File: src/rtl/qupls_icache_line_assembler.sv
// qupls_icache_line_assembler
// Gathers the four 128-bit response beats of an icache line fill and emits a single
// 512-bit line write plus a one-cycle completion ack to the request generator.
// resp_tid layout: {core[5:0], channel[5:0], tranid[3:0]}.
module qupls_icache_line_assembler #(
    parameter logic [5:0] CORENO  = 6'd1,
    parameter logic [5:0] CID     = 6'd0,
    parameter logic [7:0] TIMEOUT = 8'd64
) (
    input  logic         clk,
    input  logic         rst,
    input  logic         resp_v,
    input  logic [15:0]  resp_tid,
    input  logic [31:0]  resp_adr,
    input  logic [127:0] resp_dat,
    input  logic         resp_err,
    input  logic         abort,
    output logic         wr,
    output logic [31:0]  wr_vadr,
    output logic [511:0] wr_line,
    output logic         ack,
    output logic         err
);

    typedef enum logic [1:0] {StIdle, StFill, StOut} state_e;

    state_e              state_q, state_d;
    logic [3:0]          mask_q, mask_d;
    logic                bad_q, bad_d;
    logic [7:0]          tmo_q, tmo_d;
    logic [25:0]         adr_q, adr_d;
    logic [3:0][127:0]   slot_q, slot_d;
    logic                wr_q, wr_d;
    logic                ack_q, ack_d;
    logic                err_q, err_d;
    logic [511:0]        line_q, line_d;
    logic [31:0]         vadr_q, vadr_d;

    logic       accept;
    logic [1:0] idx;
    logic [3:0] beat_bit;
    logic       adr_hit;
    logic       start;
    logic       done;
    logic       done_bad;

    // Offset bits within the line carry no information for assembly.
    logic unused_adr;
    assign unused_adr = ^resp_adr[5:0];

    // Beat qualification: our core, our channel, and a tranid naming one of four beats.
    always_comb begin
        accept   = resp_v && (resp_tid[15:10] == CORENO) && (resp_tid[9:4] == CID)
                   && (resp_tid[3:2] == 2'b00);
        idx      = resp_tid[1:0];
        beat_bit = 4'b0001 << idx;
        adr_hit  = (resp_adr[31:6] == adr_q);
    end

    // State and datapath registers; slot storage needs no reset since stale data is harmless.
    always_ff @(posedge clk) begin
        if (rst) begin
            state_q <= StIdle;
            mask_q  <= 4'h0;
            bad_q   <= 1'b0;
            tmo_q   <= 8'd0;
            adr_q   <= 26'd0;
            wr_q    <= 1'b0;
            ack_q   <= 1'b0;
            err_q   <= 1'b0;
            line_q  <= 512'd0;
            vadr_q  <= 32'd0;
        end else begin
            state_q <= state_d;
            mask_q  <= mask_d;
            bad_q   <= bad_d;
            tmo_q   <= tmo_d;
            adr_q   <= adr_d;
            wr_q    <= wr_d;
            ack_q   <= ack_d;
            err_q   <= err_d;
            line_q  <= line_d;
            vadr_q  <= vadr_d;
        end
        slot_q <= slot_d;
    end

    // Next-state: beat collection, timeout, completion and abort handling.
    always_comb begin
        state_d  = state_q;
        mask_d   = mask_q;
        bad_d    = bad_q;
        tmo_d    = tmo_q;
        adr_d    = adr_q;
        slot_d   = slot_q;
        wr_d     = 1'b0;
        ack_d    = 1'b0;
        err_d    = 1'b0;
        line_d   = line_q;
        vadr_d   = vadr_q;
        start    = 1'b0;
        done     = 1'b0;
        done_bad = 1'b0;

        if (accept) slot_d[idx] = resp_dat;

        case (state_q)
            StIdle: begin
                if (accept) start = 1'b1;
            end
            StFill: begin
                if (accept && !adr_hit) begin
                    // Beat for a different line: drop the partial line and restart.
                    start = 1'b1;
                end else begin
                    if (accept) begin
                        mask_d = mask_q | beat_bit;
                        bad_d  = bad_q | resp_err;
                    end
                    if (mask_d == 4'hF) begin
                        done     = 1'b1;
                        done_bad = bad_d;
                    end else if (tmo_q == TIMEOUT - 8'd1) begin
                        done     = 1'b1;
                        done_bad = 1'b1;
                    end else begin
                        // Counts every fill cycle, so the limit runs from the first beat.
                        tmo_d = tmo_q + 8'd1;
                    end
                end
            end
            StOut: begin
                if (accept) begin
                    start = 1'b1;
                end else begin
                    state_d = StIdle;
                    mask_d  = 4'h0;
                    bad_d   = 1'b0;
                    tmo_d   = 8'd0;
                end
            end
            default: state_d = StIdle;
        endcase

        if (start) begin
            adr_d   = resp_adr[31:6];
            mask_d  = beat_bit;
            bad_d   = resp_err;
            tmo_d   = 8'd0;
            state_d = StFill;
        end

        if (done) begin
            state_d = StOut;
            bad_d   = done_bad;
            wr_d    = !done_bad;
            ack_d   = 1'b1;
            err_d   = done_bad;
            line_d  = slot_d;
            vadr_d  = {adr_q, 6'b0};
        end

        // Abort wins over any beat or completion decided this cycle.
        if (abort) begin
            state_d = StIdle;
            mask_d  = 4'h0;
            bad_d   = 1'b0;
            tmo_d   = 8'd0;
            wr_d    = 1'b0;
            ack_d   = 1'b0;
            err_d   = 1'b0;
            line_d  = line_q;
            vadr_d  = vadr_q;
        end
    end

    // Outputs come straight from registers.
    always_comb begin
        wr      = wr_q;
        ack     = ack_q;
        err     = err_q;
        wr_line = line_q;
        wr_vadr = vadr_q;
    end

endmodule

File: config.mk
export PLATFORM = sky130hd
export DESIGN_NAME = qupls_icache_line_assembler
export DESIGN_NICKNAME = d
export VERILOG_FILES = /design/src/rtl/qupls_icache_line_assembler.sv
export SDC_FILE = /design/constraint.sdc
export NUM_CORES = 2
export LEC_CHECK = 0
export BUFFER_PORTS_ARGS = -buffer_cell sky130_fd_sc_hd__buf_2
export CORE_AREA = 2 2 286 288
export CTS_CLUSTER_DIAMETER = 30
export CTS_CLUSTER_SIZE = 14
export DETAILED_ROUTE_END_ITERATION = 16
export DIE_AREA = 0 0 288 290
export GPL_ROUTABILITY_DRIVEN = 0
export PLACE_DENSITY = 0.69
export SLEW_MARGIN = 20
export SYNTH_ARGS = -nofsm -noshare
export SYNTH_HDL_FRONTEND = slang
export SYNTH_SLANG_ARGS = --single-unit
File: constraint.sdc
create_clock -name clk -period 7.3 [get_ports clk]
set_input_delay 1.46 -clock clk [delete_from_list [all_inputs] [get_ports clk]]
set_output_delay 1.46 -clock clk [all_outputs]
set_load 0.1 [all_outputs]
==> results.yml <==
worst_setup_path:
  rrSetupSlack_ps: 3720
  required_ps: 7960
  path_cells: "buf_2 > or4b_1 > or4_1 > nor3b_4 > o22a_1 > a21oi_1 > nor3_4 > buf_12 > buf_4 > nand2_1 > a21oi_1"
  endpoint_kind: "flop"
  startpoint_type: "primary input"
  cp_slowest_cell: "or4_1"
  worstPathArrival_ps: 5840
  critPathKind: "primary input to flop"
  cpMostUsedCell: "a21oi_1"
  cpPeakStageDelay_ps: 840
  worstPathMaxFanout: 163
route:
  vias_per_cell: 5.02
  drt-initial-drc-count: 2006
  dr_total_vias: 30848
  drc: 0
  antenna_left: 0
  wl_mm: 109
  dr.pass1.iters: 5
  wl_per_cell_um: 17.8
cts:
  post-cts-setup-buffers: 0
  htreeDepth: 4
  post_cts_resized: 0
  hold_buffers: 0
  clockBufferDepth: 3
  cts_sinks: 1094
  clk_latency_ps: 760
  clk_transition_reported_paths_ps: 50
  cts_tree: "done"
  cts_made_buffers: 197
  clock-root-buffer: "clkbuf_16"
cells_and_area:
  multi_input_area_sq_um: 14000
  finalInstanceArea_sq_um: 48200
  syn2layout_area_growth_pct: 30.1
  fillers: 6911
  fin_nets: 5087
  drive_above_1_share_pct: 26.9
  register_area_sq_um: 21900
timing:
  min_period_ps: 5170
  setup_tns_ps: 0
  rsz0062_at_grt: "false"
  fin_crit_sh_pct: 70.9
  slew_viol_final: 0
  slew_headroom_pct: 21.0
  setup_viol: 0
  fin_skew_ps: 42.7
  fmax_ghz: 0.193
  hold_violations: 0
  timing.hold.ws_ps: 431
  tightest_slew_ps: 1190
global_route:
  grt_pass1_vias: 29486
  grt_max_degree: 233
  grt_use_total_pct: 25.3
  antenna_found_initial: 14
  gr-total-overflow: 0
  grt_pass1_wl_mm: 168
floorplanning:
  io-pin-count: 728
  die_x_um: 288
  start_util_pct: 46.2
  fp-row-count: 104
  die_h_um: 290
  core-area_sq_um: 80200
  dieArea_sq_um: 83500
placed_design:
  dp_hpwl_mm: 66.4
  placed_cell_area_sq_um: 41200
  numPortBuffers: 715
power:
  seqPwrFrac_pct: 38.5
  p_switching_mw: 3.34
  clkPwrFrac_pct: 60.3
  combPwrFrac_pct: 1.2
  power.density_nw_per_um2: 322
  leakagePower_nw: 21.3
  peakVddDrop_uv: 288
  p_sw_share_pct: 21.5
  intPower_mw: 12.2
  p_total_mw: 15.5
synthesis:
  synth_edf_count: 0
  synth_top_area_share_pct: 59.1
  synth_warnings: 0
  ys_async_sr_fraction_pct: 0
  synth.avg_cell_area_sq_um: 8.76
  synthesis.instances: 4231
  synth_area_sq_um: 37100
  synthTopCellsByCount: "nand2_1 (1856), dfxtp_1 (1094), a21oi_1 (548), mux2_2 (256), clkbuf_1 (157)"
  synthDistinctLibCells: 44
  synth_top_flop_cell: "dfxtp_1"
  yosysSeqAreaShare_pct: 59.1
  synth-seq-cells: 1094
  yosysMostFrequentCell: "nand2_1"
  yosysTopAreaCell: "dfxtp_1"
  ys_top_cells_by_area: "dfxtp_1 (59%), nand2_1 (19%), mux2_2 (7.8%)"
hold_path:
  hold_path_class: "flop to flop"
outcome:
  outcome: "finished, final reports clean"
run:
  cap_violations: 0
## worst max-delay path: cells and delay by family
| kind | cells | cell delay (ps) |
|---|---|---|
| AOI/OAI and AO/OA | 3 | 630 |
| buffers and inverters | 3 | 1070 |
| and+or+nand+nor | 5 | 2520 |
## cells by family after synthesis
family	synth area share (%)
and+or+nand+nor	20.1
DFF	59.1
AOI/OAI and AO/OA	8.07
muxes	8.61
buffers and inverters	3.33
xor gates and xnor gates	0.614
adders and majority gates	0.203
other	0.0101
## placed cells by master, fill, tap and decap left out, types with 24 or more instances in the layout
cell,n
a21oi_1,548
nand2_1,1856
clkbuf_16,200
buf_2,714
mux2i_1,31
clkinv_2,29
clkinvlp_4,28
mux2_2,256
bufinv_16,24
inv_6,26
nor2_1,43
dfxtp_1,1094
clkbuf_8,26
## stage by stage
stage	setup WS, ps	instances	utilization [%]
floorplan	2980	4236	-
global placement	1380	5761	51.4
detailed placement	1340	5761	51.4
CTS	2110	6133	60.1
global route	1890	6142	60.2
finish	2130	6144	60.2
## path summary, 6_finish.rpt
check                        startpoint                        end  cells past startpoint
setup / recovery           resp_tid[11]  wr_line[231]$_SDFFE_PP0P_                     11
hold / removal      slot_q[190]$_DFF_P_        slot_q[190]$_DFF_P_                      2
setup reg to reg  adr_q[7]$_SDFFE_PP0P_  wr_line[231]$_SDFFE_PP0P_                     10
hold reg to reg     slot_q[190]$_DFF_P_        slot_q[190]$_DFF_P_                      2
## final cells by class
cell class / count / area share [%]
clock buffers: 245 / 11.3
repair buffers: 744 / 8.15
well taps: 1060 / 2.75
multi-input cells: 2859 / 29.0
clock inverters: 127 / 3.29
flip-flops and latches: 1094 / 45.4
diodes: 11 / 0.0571
inverters: 4 / 0.0311
## registers in the layout, indices dropped and copies added, names as in the netlist
signal	cells
mask_q	4
state_q	2
wr_vadr	26
ack	1
bad_q	1
adr_q	26
wr_line	512
tmo_q	8
slot_q	512
wr	1
err	1
## per-layer routing
metal,up-vias,global-route usage (%),wire (um)
li1,15018,-,-
met5,-,0,46
met3,241,7.73,7800
met1,14650,30.3,45000
met4,8,11.6,4460
met2,931,41.6,52200
## power groups by stage
stage	logic (mW)	clock network [mW]	registers (mW)
finish	0.186	9.38	5.98
global route	0.197	9.81	5.98
CTS	0.184	9.49	5.98
detailed placement	0.183	0	6.10
global placement	0.184	0	6.10
floorplan	0.0708	0	6.10
No activity file was read; power rests on OpenSTA's default activity.
